[config.mk]
export PLATFORM = sky130hd
export DESIGN_NAME = ysyx_22050019_mul_iter_unit_flat
export DESIGN_NICKNAME = d
export VERILOG_FILES = /design/src/rtl/ysyx_22050019_mul_iter_unit_if.sv /design/src/rtl/ysyx_22050019_mul_iter_unit.sv /design/src/flat_wrapper.sv
export SDC_FILE = /design/constraint.sdc
export NUM_CORES = 1
export LEC_CHECK = 0
export CAP_MARGIN = 20
export CORE_MARGIN = 2
export CORE_UTILIZATION = 55
export CTS_CLUSTER_SIZE = 28
export DETAILED_ROUTE_END_ITERATION = 10
export DONT_BUFFER_PORTS = 1
export PLACE_DENSITY = 0.7
export SLEW_MARGIN = 20
export SYNTH_ARGS = -nofsm -noshare
export SYNTH_HDL_FRONTEND = slang
export SYNTH_SLANG_ARGS = --single-unit
[constraint.sdc]
create_clock -name clk -period 4.3 [get_ports clk]
set_input_delay 0.645 -clock clk [delete_from_list [all_inputs] [get_ports clk]]
set_output_delay 0.645 -clock clk [all_outputs]
set_load 0.005 [all_outputs]
[src/rtl/ysyx_22050019_mul_iter_unit_if.sv]
// Multiply request/stall/result handshake between the EXU ALU (master) and
// the iterative multiplier (slave).
interface ysyx_22050019_mul_iter_unit_if #(
    parameter int XLEN = 64
);
    logic            mult_valid;
    logic [4:0]      mult_type;
    logic [XLEN-1:0] multiplicand_i;
    logic [XLEN-1:0] multiplier_i;
    logic            result_ready;
    logic [XLEN-1:0] mult_out;
    logic            mult_stall;
    logic            result_ok;

    modport master (
        output mult_valid, mult_type, multiplicand_i, multiplier_i, result_ready,
        input  mult_out, mult_stall, result_ok
    );

    modport slave (
        input  mult_valid, mult_type, multiplicand_i, multiplier_i, result_ready,
        output mult_out, mult_stall, result_ok
    );
endinterface

[src/rtl/ysyx_22050019_mul_iter_unit.sv]
// Iterative shift-add multiplier for RV64M MUL/MULH/MULHSU/MULHU/MULW.
// Signed ops multiply magnitudes and negate the 128-bit product at the end.
module ysyx_22050019_mul_iter_unit #(
    parameter int XLEN = 64,
    parameter int W32  = 32
) (
    input  logic                                clk,
    input  logic                                rst_n,
    ysyx_22050019_mul_iter_unit_if.slave        mif
);
    typedef enum logic [1:0] {S_IDLE, S_BUSY, S_FIX, S_DONE} state_t;
    typedef enum logic [2:0] {OP_MUL, OP_MULH, OP_MULHSU, OP_MULHU, OP_MULW} op_t;

    state_t              state_q, state_d;
    op_t                 op_q, op_d, op_s;
    logic                neg_q, neg_d, neg_s;
    logic [6:0]          cnt_q, cnt_d;
    logic [XLEN-1:0]     mcand_q, mcand_d, mplier_q, mplier_d;
    logic [2*XLEN-1:0]   prod_q, prod_d;
    logic [XLEN-1:0]     result_q, result_d;

    logic                req_s;
    logic [XLEN-1:0]     a_raw_s, b_raw_s, a_mag_s, b_mag_s;
    logic [XLEN:0]       sum_s;
    logic [2*XLEN-1:0]   prod_fix_s;
    logic [6:0]          last_cnt_s;

    assign req_s = mif.mult_valid & (|mif.mult_type);

    // Decode the op (lowest set type bit wins) and form operand magnitudes and sign
    always_comb begin
        op_s = OP_MUL;
        if (mif.mult_type[0]) begin
            op_s = OP_MUL;
        end else if (mif.mult_type[1]) begin
            op_s = OP_MULH;
        end else if (mif.mult_type[2]) begin
            op_s = OP_MULHSU;
        end else if (mif.mult_type[3]) begin
            op_s = OP_MULHU;
        end else if (mif.mult_type[4]) begin
            op_s = OP_MULW;
        end else begin
            op_s = OP_MUL;
        end

        a_raw_s = mif.multiplicand_i;
        b_raw_s = mif.multiplier_i;
        if (op_s == OP_MULW) begin
            a_raw_s = {{(XLEN-W32){1'b0}}, mif.multiplicand_i[W32-1:0]};
            b_raw_s = {{(XLEN-W32){1'b0}}, mif.multiplier_i[W32-1:0]};
        end else begin
            a_raw_s = mif.multiplicand_i;
            b_raw_s = mif.multiplier_i;
        end

        // Negating 0x8000... yields itself, which read unsigned is exactly 2^63.
        a_mag_s = a_raw_s;
        b_mag_s = b_raw_s;
        neg_s   = 1'b0;
        case (op_s)
            OP_MULH: begin
                a_mag_s = a_raw_s[XLEN-1] ? (~a_raw_s + {{(XLEN-1){1'b0}}, 1'b1}) : a_raw_s;
                b_mag_s = b_raw_s[XLEN-1] ? (~b_raw_s + {{(XLEN-1){1'b0}}, 1'b1}) : b_raw_s;
                neg_s   = a_raw_s[XLEN-1] ^ b_raw_s[XLEN-1];
            end
            OP_MULHSU: begin
                a_mag_s = a_raw_s[XLEN-1] ? (~a_raw_s + {{(XLEN-1){1'b0}}, 1'b1}) : a_raw_s;
                neg_s   = a_raw_s[XLEN-1];
            end
            default: begin
                a_mag_s = a_raw_s;
                b_mag_s = b_raw_s;
                neg_s   = 1'b0;
            end
        endcase
    end

    // Datapath helpers: one shift-add step, final sign fix and iteration bound
    always_comb begin
        sum_s = {1'b0, prod_q[2*XLEN-1:XLEN]}
              + (mplier_q[0] ? {1'b0, mcand_q} : {(XLEN+1){1'b0}});
        if (neg_q) begin
            prod_fix_s = ~prod_q + {{(2*XLEN-1){1'b0}}, 1'b1};
        end else begin
            prod_fix_s = prod_q;
        end
        if (op_q == OP_MULW) begin
            last_cnt_s = 7'(W32 - 1);
        end else begin
            last_cnt_s = 7'(XLEN - 1);
        end
    end

    // Next-state and datapath update
    always_comb begin
        state_d  = state_q;
        op_d     = op_q;
        neg_d    = neg_q;
        cnt_d    = cnt_q;
        mcand_d  = mcand_q;
        mplier_d = mplier_q;
        prod_d   = prod_q;
        result_d = result_q;
        case (state_q)
            S_IDLE: begin
                if (req_s) begin
                    op_d     = op_s;
                    neg_d    = neg_s;
                    mcand_d  = a_mag_s;
                    mplier_d = b_mag_s;
                    prod_d   = {(2*XLEN){1'b0}};
                    cnt_d    = 7'd0;
                    state_d  = S_BUSY;
                end else begin
                    state_d  = S_IDLE;
                end
            end
            S_BUSY: begin
                if (!mif.mult_valid) begin
                    state_d = S_IDLE;
                end else begin
                    prod_d   = {sum_s, prod_q[XLEN-1:1]};
                    mplier_d = {1'b0, mplier_q[XLEN-1:1]};
                    cnt_d    = cnt_q + 7'd1;
                    if (cnt_q == last_cnt_s) begin
                        state_d = S_FIX;
                    end else begin
                        state_d = S_BUSY;
                    end
                end
            end
            S_FIX: begin
                if (!mif.mult_valid) begin
                    state_d = S_IDLE;
                end else begin
                    // After W32 steps a MULW product sits 32 bits up in the accumulator.
                    case (op_q)
                        OP_MUL:  result_d = prod_fix_s[XLEN-1:0];
                        OP_MULW: result_d = {{(XLEN-W32){prod_fix_s[XLEN-1]}},
                                             prod_fix_s[XLEN-1:XLEN-W32]};
                        default: result_d = prod_fix_s[2*XLEN-1:XLEN];
                    endcase
                    state_d = S_DONE;
                end
            end
            S_DONE: begin
                if (mif.result_ready) begin
                    state_d = S_IDLE;
                end else begin
                    state_d = S_DONE;
                end
            end
            default: state_d = S_IDLE;
        endcase
    end

    // State and datapath registers with synchronous active-high reset
    always_ff @(posedge clk) begin
        if (rst_n) begin
            state_q  <= S_IDLE;
            op_q     <= OP_MUL;
            neg_q    <= 1'b0;
            cnt_q    <= 7'd0;
            mcand_q  <= {XLEN{1'b0}};
            mplier_q <= {XLEN{1'b0}};
            prod_q   <= {(2*XLEN){1'b0}};
            result_q <= {XLEN{1'b0}};
        end else begin
            state_q  <= state_d;
            op_q     <= op_d;
            neg_q    <= neg_d;
            cnt_q    <= cnt_d;
            mcand_q  <= mcand_d;
            mplier_q <= mplier_d;
            prod_q   <= prod_d;
            result_q <= result_d;
        end
    end

    // Output decode; mult_out is zero outside DONE because it is ORed with the divider
    always_comb begin
        mif.result_ok  = (state_q == S_DONE);
        mif.mult_stall = ((state_q == S_IDLE) & req_s) | (state_q == S_BUSY) | (state_q == S_FIX);
        if (state_q == S_DONE) begin
            mif.mult_out = result_q;
        end else begin
            mif.mult_out = {XLEN{1'b0}};
        end
    end
endmodule

[src/flat_wrapper.sv]
// flat-port wrapper written by rule: the top's interface ports become plain ports
module ysyx_22050019_mul_iter_unit_flat 
#(
    parameter int XLEN = 64,
    parameter int W32  = 32
)
  (clk, rst_n, mif_mult_valid, mif_mult_type, mif_multiplicand_i, mif_multiplier_i, mif_result_ready, mif_mult_out, mif_mult_stall, mif_result_ok);
  ysyx_22050019_mul_iter_unit_if #(.XLEN(XLEN)) mif_i ();
  input  logic clk;
  input  logic rst_n;
  input wire logic [$bits(mif_i.mult_valid)-1:0] mif_mult_valid;
  input wire logic [$bits(mif_i.mult_type)-1:0] mif_mult_type;
  input wire logic [$bits(mif_i.multiplicand_i)-1:0] mif_multiplicand_i;
  input wire logic [$bits(mif_i.multiplier_i)-1:0] mif_multiplier_i;
  input wire logic [$bits(mif_i.result_ready)-1:0] mif_result_ready;
  output wire logic [$bits(mif_i.mult_out)-1:0] mif_mult_out;
  output wire logic [$bits(mif_i.mult_stall)-1:0] mif_mult_stall;
  output wire logic [$bits(mif_i.result_ok)-1:0] mif_result_ok;
  assign mif_i.mult_valid = mif_mult_valid;
  assign mif_i.mult_type = mif_mult_type;
  assign mif_i.multiplicand_i = mif_multiplicand_i;
  assign mif_i.multiplier_i = mif_multiplier_i;
  assign mif_i.result_ready = mif_result_ready;
  assign mif_mult_out = mif_i.mult_out;
  assign mif_mult_stall = mif_i.mult_stall;
  assign mif_result_ok = mif_i.result_ok;
  ysyx_22050019_mul_iter_unit #(.XLEN(XLEN), .W32(W32)) u_core (.clk(clk), .rst_n(rst_n), .mif(mif_i));
endmodule
### After elaboration in Yosys (flattened, before gate mapping)

Index checks and enable logic that the tools add are counted.

* bits in registers: 333
* input port bits: 137
* output and inout port bits: 66

* add/sub/neg operators: 5
* equality and inequality tests: 10
* mux-type cells: 32
* bitwise gates (word level): 8
* reductions and logical operators: 8

Operators by type and width (number)
* $mux W64: 10
* $mux W128: 3
* $pmux W128 S2: 1
* $pmux W64 S2: 2
* $add A128 B1 Y128 const B: 1
* $add A64 B1 Y64 const B: 2
* $not A128 Y128: 1
* $not A64 Y64: 2
* $add A64 B65 Y65: 1
* $mux W3: 5
* $mux W7: 2
* $pmux W7 S2: 1
* $mux W2: 4
* $pmux W2 S4: 1
* $add A7 B1 Y7 const B: 1
* $eq A7 B6 Y1: 1
* $eq A3 B3 Y1 const B: 2
* $mux W6: 1
* $reduce_or A5 Y1: 1
* $eq A2 B2 Y1 const B: 2
* $reduce_and A2 Y1: 2
* $eq A3 B1 Y1 const B: 1
* $eq A3 B2 Y1 const B: 1
* $logic_not A3 Y1: 1
* 12 further kinds: 14

### Depth between registers and ports, before layout

Gate-level depths: netlist of the first run.

* depth after elaboration: 13
* mapped depth: 14
* mapped depth without buffers: 13

### Worst setup path after synthesis of the first run

OpenSTA, ideal clock, no wires.

* path kind: reg-to-reg
* start point: register u_core.prod_q[8]
* end point: register u_core.result_q[59]
* arrival time: 3.538 ns
* data required time: 4.168 ns
* setup slack: 0.630 ns
* stages on the path, launching flop included: 13
* path buffers: 3
* cells stage by stage: dfxtp_1 buf_6 or4_4 or4_4 buf_6 or4_4 clkbuf_1 o41a_1 a21oi_1 nand2_1 xor2_1 a221oi_1 nor3_1

* word-level cells in the longest chain between the ends: 4

RTL lines
* start: declaration: line ysyx_22050019_mul_iter_unit.sv:19 `logic [2*XLEN-1:0] prod_q, prod_d;`
* start signal: assignment: line ysyx_22050019_mul_iter_unit.sv:167 `prod_q <= {(2*XLEN){1'b0}};`
* start signal: assignment: line ysyx_22050019_mul_iter_unit.sv:176 `prod_q <= prod_d;`
* $not A128 Y128: line ysyx_22050019_mul_iter_unit.sv:84 `prod_fix_s = ~prod_q + {{(2*XLEN-1){1'b0}}, 1'b1};`
* $add A128 B1 Y128: line ysyx_22050019_mul_iter_unit.sv:84
* $mux W128: line ysyx_22050019_mul_iter_unit.sv:83 `if (neg_q) begin`
* $pmux W64 S2: line ysyx_22050019_mul_iter_unit.sv:138 `case (op_q)`
* end signal: assignment: line ysyx_22050019_mul_iter_unit.sv:168 `result_q <= {XLEN{1'b0}};`
* end signal: assignment: line ysyx_22050019_mul_iter_unit.sv:177 `result_q <= result_d;`
* end: declaration: line ysyx_22050019_mul_iter_unit.sv:20 `logic [XLEN-1:0] result_q, result_d;`

Every way passes these cells.
A chain may end at the register's enable or synchronous reset.

### Final worst setup path of the first run

* start point: register u_core.prod_q[8]
* end point: register u_core.result_q[42]

The elaborated chain is that of the path after synthesis.

==> results_dict.tcl, run 1 <==
set metrics [dict create \
    status "completed" \
    fin_crit_sh_pct 96.1 \
    drc 0 \
    portBuffers 0 \
    n_antenna_cell 0 \
    setup_viol 0 \
    area_growth_pct 7.25 \
    rsz0062_at_grt "false" \
    grt_max_degree 250 \
    synthTopCellsByArea "dfxtp_1, a21oi_1, nor2_1" \
    ys_ff_latch 333 \
    first_iter_violations 3465 \
    m1WireLength_um 38800 \
    boundaryPins 203 \
    cts_num_sinks 333 \
    required_ns 4.73 \
    layout-drive-gt1-share_pct 5.66 \
    syn-num-nets 3508 \
    ant_nets 0 \
    synthAdderAreaFrac_pct 3.64 \
    dp_hpwl_um 65100 \
    avgSynthCellArea_um2 7.25 \
    pwr-share-seq_pct 42.3 \
    cts_buffer_depth 3 \
    cts.root.buffer_cell "clkbuf_16" \
    drt_pass1_iterations 6 \
    muxShareOfSynthArea_pct 0.554 \
    clk_pin_slew_ns 0.06 \
    layout_common_cells "nor2_1, nand2_1, dfxtp_1" \
    die_w_um 213 \
    maxCapViolations 0 \
    hold_class "in -> reg" \
    vias 25371 \
    netlist_area_um2 23900 \
    rows 76 \
    nNetsFinal 3372 \
    fin_crit_ns 4.13 \
    post_cts_buffers 0 \
    fp.dieArea_um2 45200 \
    netSwitchingPower_mw 2.06 \
    start_util_pct 55.7 \
    wl_per_cell_um 23.3 \
    ys_seq_area_share_pct 27.8 \
    hold_viol_final 0 \
    grt_overflow 0 \
    synth_top_family_by_area "simple AND/OR/NAND/NOR gates" \
    pwr-share-clk_pct 46.9 \
    worstSetupStartpoint "u_core.prod_q[8]$_SDFFE_PP0P_" \
    die_y_um 213 \
    numCtsBuffers 39 \
    crit_fanout 21 \
    worstHoldStart "rst_n" \
    wl_met3_um 9170 \
    switching_share_pct 26.5 \
    power.leakage_nw 10.1 \
    worstSetupEndpointType "flop" \
    max_freq_mhz 242 \
    synthFlopType "dfxtp_1" \
    ys_async_sr_fraction_pct 0 \
    synth_cells 3302 \
    layout_commonest_cell "nor2_1" \
    gp_congestion 1.01 \
    timing.slew.headroom_pct 34.1 \
    synth-xor-area-share_pct 10.4 \
    pwr-share-comb_pct 10.8 \
    cts_resized 0 \
    ctsHtreeMaxLevel 2 \
    synth.distinct_cells 79 \
    worstMarginPinSlew_ns 0.980 \
    clock_latency_ns 0.57 \
    power_density_nw_per_um2 302 \
    totalPowerFinal_mw 7.76 \
    ctsHoldBuffers 0 \
    path_class "reg -> reg" \
    synth-simple-area-share_pct 27.9 \
    first_global_vias 22786 \
    start_kind "flop" \
    fill_cells 4071 \
    yosys.area.top_type "dfxtp_1" \
    cts_tree "done" \
    routed_wl_um 88100 \
    highest_layer "met5" \
    wl_met2_um 37400 \
    grt_pass1_wl_um 133000 \
    ir_drop_v 0.000289 \
    drt-vias-per-instance 6.71 \
    synth_compound_area_share_pct 25.3 \
    drv_slew 0 \
    cp.arrival_ns 4.56 \
    r2r-start "u_core.prod_q[8]$_SDFFE_PP0P_" \
    p_int_mw 5.70 \
    yosys.area.top_type_share_pct 27.8 \
    synth_edf_count 0 \
    tns_ns 0 \
    grtUsageTotal_pct 37.8 \
    grt_antenna_before_repair 2 \
    core_um2 43000 \
    yosysWarnings 0 \
    clock_skew_ns 0.0200 \
]
==> power groups by stage <==
| stage | combinational [mW] | clock, mW | sequential [mW] |
|---|---|---|---|
| after floorplan | 0.661 | 0 | 3.30 |
| after CTS | 0.825 | 3.67 | 3.28 |
| final | 0.840 | 3.64 | 3.28 |
| after global placement | 0.805 | 0 | 3.34 |
| after global routing | 0.922 | 3.79 | 3.29 |
| after detailed placement | 0.822 | 0 | 3.35 |
==> flip-flops by register name, indices dropped and copies added (netlist names) <==
name,cells
u_core.cnt_q,7
u_core.mcand_q,64
u_core.mplier_q,64
u_core.neg_q,1
u_core.op_q,3
u_core.prod_q,128
u_core.result_q,64
u_core.state_q,2
==> through the flow <==
| stage | hold WS (ns) | instance area [um2] | std cells | setup WS, ns | util (%) |
|---|---|---|---|---|---|
| finish | 0.163 | 25700 | 3781 | 0.167 | 59.7 |
| global route | 0.154 | 25700 | 3781 | 0.0248 | 59.7 |
| floorplan | 0.414 | 23900 | 3302 | 0.630 | - |
| detailed placement | 0.436 | 24300 | 3710 | 0.282 | 56.5 |
| global placement | 0.434 | 24300 | 3710 | 0.313 | 56.5 |
| CTS | 0.159 | 25700 | 3781 | 0.246 | 59.7 |
==> critical path: stages, from the launching register on <==
cell	delay [ns]
dfxtp_1	0.39
or4_4	0.58
or4_4	0.60
or4_4	0.71
o31ai_1	0.33
xnor2_1	0.21
nand2_1	0.11
nand2_1	0.47
a221oi_1	0.46
nor3_1	0.10
==> worst paths after layout <==
kind / endpoint / cells past startpoint / slack, ns
worst max-delay path: u_core.result_q[42]$_SDFFE_PP0P_ / 9 / 0.17
worst min-delay path: u_core.mplier_q[55]$_SDFFE_PP0P_ / 1 / 0.16
worst max register to register: u_core.result_q[42]$_SDFFE_PP0P_ / 9 / 0.17
worst min register to register: u_core.mcand_q[46]$_SDFFE_PP0P_ / 2 / 0.45
==> synth_stat cells, types with 30 or more instances <==
cell type	count
a21oi_1	302
a22oi_1	30
o31ai_1	55
or3_1	56
a211oi_1	83
a221oi_1	31
ha_1	68
inv_1	38
nor2_1	369
dfxtp_1	333
and3_1	79
xor2_1	130
xnor2_1	153
a31oi_1	38
clkbuf_1	213
or4_1	31
nor4_1	61
nand3_1	112
nor3_1	111
o21ai_0	205
nand2_1	357
nand4_1	39
and2_1	81
==> kinds of logic after synthesis <==
| family | after synthesis |
|---|---|
| buffers and inverters | 275 |
| DFF | 333 |
| muxes | 13 |
| and+or+nand+nor | 1379 |
| xor gates and xnor gates | 283 |
| AOI/OAI and AO/OA | 950 |
| adders and majority gates | 69 |
==> routing by layer <==
layer,vias to the layer above,track usage [%]
met5,-,0
met4,2,12.2
met3,183,7.58
met2,1369,56.1
met1,12076,54.4
li1,11741,-
==> layout make-up <==
cell class                      count  area [um2]  share of cell area (%)
Sequential cell                   333        6670                    26.0
Clock inverter                     18         258                    1.00
Inverter                           39         146                   0.570
Timing Repair Buffer               59         468                    1.82
Clock buffer                       53        1140                    4.44
Tap cell                          585         732                    2.85
Multi-Input combinational cell   2694       16300                    63.3
Power figures use the tool's default switching activity.
==> inputs of run 2 (changes only) <==
--- a/config.mk
+++ b/config.mk
@@ -6,6 +6,7 @@
 export NUM_CORES = 1
 export LEC_CHECK = 0
 export CAP_MARGIN = 20
+export CORE_ASPECT_RATIO = 1.75
 export CORE_MARGIN = 2
 export CORE_UTILIZATION = 55
 export CTS_CLUSTER_SIZE = 28
==> run 2 against run 1 <==
Against the previous run: sequential power about the same; worst hold slack better by 0.024 ns; flip-flop and latch count is the same; via count up 1.1%; global-route usage grew 4.1 points; non-clock buffer count increased by 28; first-iteration DRC count decreased by 30%; clock-buffer cell count decreased by 6; power decreased by 7.9%; setup slack got worse by 0.071 ns; largest power group is now registers.
==> results_dict.tcl, run 2 (synthesis results as in run 1) <==
set metrics [dict create \
    nNetsFinal 3396 \
    cts.root.buffer_cell "clkbuf_16" \
    hold_end "u_core.prod_q[6]$_SDFFE_PP0P_" \
    rr_worst_depth 9 \
    maxCapViolations 0 \
    wl_per_cell_um 25.7 \
    drt-vias-per-instance 6.77 \
    path_cells "or4_4, or4_4, or4_4, o31ai_1, xnor2_1, a21oi_2, o21ai_1, a21oi_1, nor3_1" \
    portBuffers 0 \
    crit_path_top_delay_cell "or4_4" \
    boundaryPins 203 \
    multiInputGateArea_um2 16300 \
    crit_fanout 21 \
    start_kind "flop" \
    clock_latency_ns 0.56 \
    drt_pass1_iterations 7 \
    cts_num_sinks 333 \
    clock_skew_ns 0.0318 \
    routed_wl_um 97400 \
    pre_cts_ws_ns 0.202 \
    fin_area_um2 25600 \
    reg2reg_to "u_core.result_q[52]$_SDFFE_PP0P_" \
    rows 101 \
    fin_crit_sh_pct 97.8 \
    path_common_cell "or4_4" \
    vias 25641 \
    worstMarginPinSlew_ns 1.22 \
    fp.dieArea_um2 45300 \
    drc 0 \
    fill_cells 4154 \
    ctsHtreeMaxLevel 2 \
    rsz0062_at_grt "false" \
    max_freq_mhz 238 \
    ant_nets 0 \
    start_util_pct 55.4 \
    required_ns 4.71 \
    drv_slew 0 \
    die_w_um 162 \
    worstSetupEndpointType "flop" \
    first_global_vias 24565 \
    crit_path_max_incr_delay_ns 0.72 \
    grtUsageTotal_pct 41.9 \
    cp.arrival_ns 4.61 \
    setup_viol 0 \
    r2r-start "u_core.prod_q[8]$_SDFFE_PP0P_" \
    worstHoldStart "rst_n" \
    first_iter_violations 2441 \
    pwr-share-comb_pct 11.9 \
    die_y_um 280 \
    dp_hpwl_um 72600 \
    cts_resized 0 \
    path_class "reg -> reg" \
    hold_class "in -> reg" \
    ctsHoldBuffers 0 \
    rrSetupSlack_ns 0.1 \
    layout_common_cells "nor2_1, nand2_1, dfxtp_1" \
    postPlaceCellArea_um2 24500 \
    area_growth_pct 6.90 \
    power_density_nw_per_um2 279 \
    top_register "u_core.prod_q" \
    setup_slack_ns 0.0964 \
    final-seq-area_um2 6670 \
    min_path_cells 1 \
    p_int_mw 5.12 \
    post_cts_buffers 0 \
    layout-drive-gt1-share_pct 6.25 \
    hold_viol_final 0 \
    tns_ns 0 \
    largest_register_ffs 128 \
    fin_crit_ns 4.20 \
    final_cells 3786 \
    clk_pin_slew_ns 0.06 \
    grt_max_degree 250 \
    status "completed" \
    place_inst 3719 \
    netSwitchingPower_mw 2.03 \
    grt_overflow 0 \
    pwr-share-clk_pct 42.1 \
    grt_pass1_wl_um 146000 \
    path_buf_inv 0 \
    cts_buffer_depth 3 \
    ir_drop_v 0.000293 \
    pwr-share-seq_pct 45.9 \
    gp_congestion 1.03 \
    layout_commonest_cell "nor2_1" \
    core_um2 43200 \
    switching_share_pct 28.4 \
    power.leakage_nw 10.1 \
    critical_path.top_delay_family "simple AND/OR/NAND/NOR gates" \
    numCtsBuffers 35 \
    cts_tree "done" \
    timing.slew.headroom_pct 18.1 \
    grt_antenna_before_repair 7 \
]
run 2: changes by cell type in the layout (fill, tap and decap cells not counted), moves of 3 or more:
cell and change:
buf_4 +28, clkbuf_8 -8, clkbuf_1 +6, bufinv_16 -5, diode_2 +5, clkbuf_16 -4
clkinv_2 -4, clkinv_4 +3, nor2_1 -3, nor2_2 +3
run 2: worst max path at each step:
| stage | slack (ns) | depth (start not counted) | from | endpoint |
|---|---|---|---|---|
| 3_3_place_gp | 0.26 | 10 | u_core.prod_q[8]$_SDFFE_PP0P_ | u_core.result_q[61]$_SDFFE_PP0P_ |
| 5_1_grt | 0.06 | 14 | u_core.mplier_q[0]$_SDFFE_PP0P_ | u_core.prod_q[121]$_SDFFE_PP0P_ |
| 2_1_floorplan | 0.63 | 12 | u_core.prod_q[8]$_SDFFE_PP0P_ | u_core.result_q[59]$_SDFFE_PP0P_ |
| 6_report | 0.1 | 9 | u_core.prod_q[8]$_SDFFE_PP0P_ | u_core.result_q[52]$_SDFFE_PP0P_ |
| 3_5_place_dp | 0.20 | 10 | u_core.prod_q[8]$_SDFFE_PP0P_ | u_core.result_q[61]$_SDFFE_PP0P_ |
| 4_1_cts | 0.19 | 10 | u_core.prod_q[8]$_SDFFE_PP0P_ | u_core.result_q[61]$_SDFFE_PP0P_ |
run 2: power groups by stage:
stage | Combinational, mW | Clock [mW] | Sequential (mW)
detailed placement | 0.831 | 0 | 3.35
floorplan | 0.661 | 0 | 3.30
CTS | 0.835 | 3.04 | 3.28
global route | 0.927 | 3.15 | 3.29
finish | 0.853 | 3.01 | 3.28
global placement | 0.815 | 0 | 3.35
run 2: final cells by class:
type | instances | share of cell area [%]
antenna | 5 | 0.0489
inverter | 39 | 0.572
clock buffer | 47 | 3.72
timing repair buffer | 87 | 2.65
multi-input combinational | 2694 | 63.7
sequential | 333 | 26.1
tap | 566 | 2.77
clock inverter | 15 | 0.508
run 2: worst register-to-register path: cells and delay by family (launching register included):
family,cells,cell delay (ns)
xor+xnor,1,0.17
simple gates,4,1.97
compound gates,4,1.57
flops,1,0.37
run 2: stage by stage:
stage	util (%)	total power, mW	hold slack, ns
6_report	59.2	7.15	0.186
5_1_grt	59.2	7.36	0.170
4_1_cts	59.1	7.15	0.159
3_5_place_dp	56.6	4.18	0.439
3_3_place_gp	56.6	4.16	0.433
2_1_floorplan	-	3.96	0.414
run 2: routing by layer:
metal / track usage, % / routed length [um]
met1: 44.1 / 34000
met4: 35.5 / 9950
met5: 0 / 37
met2: 70.3 / 45800
met3: 9.74 / 7510
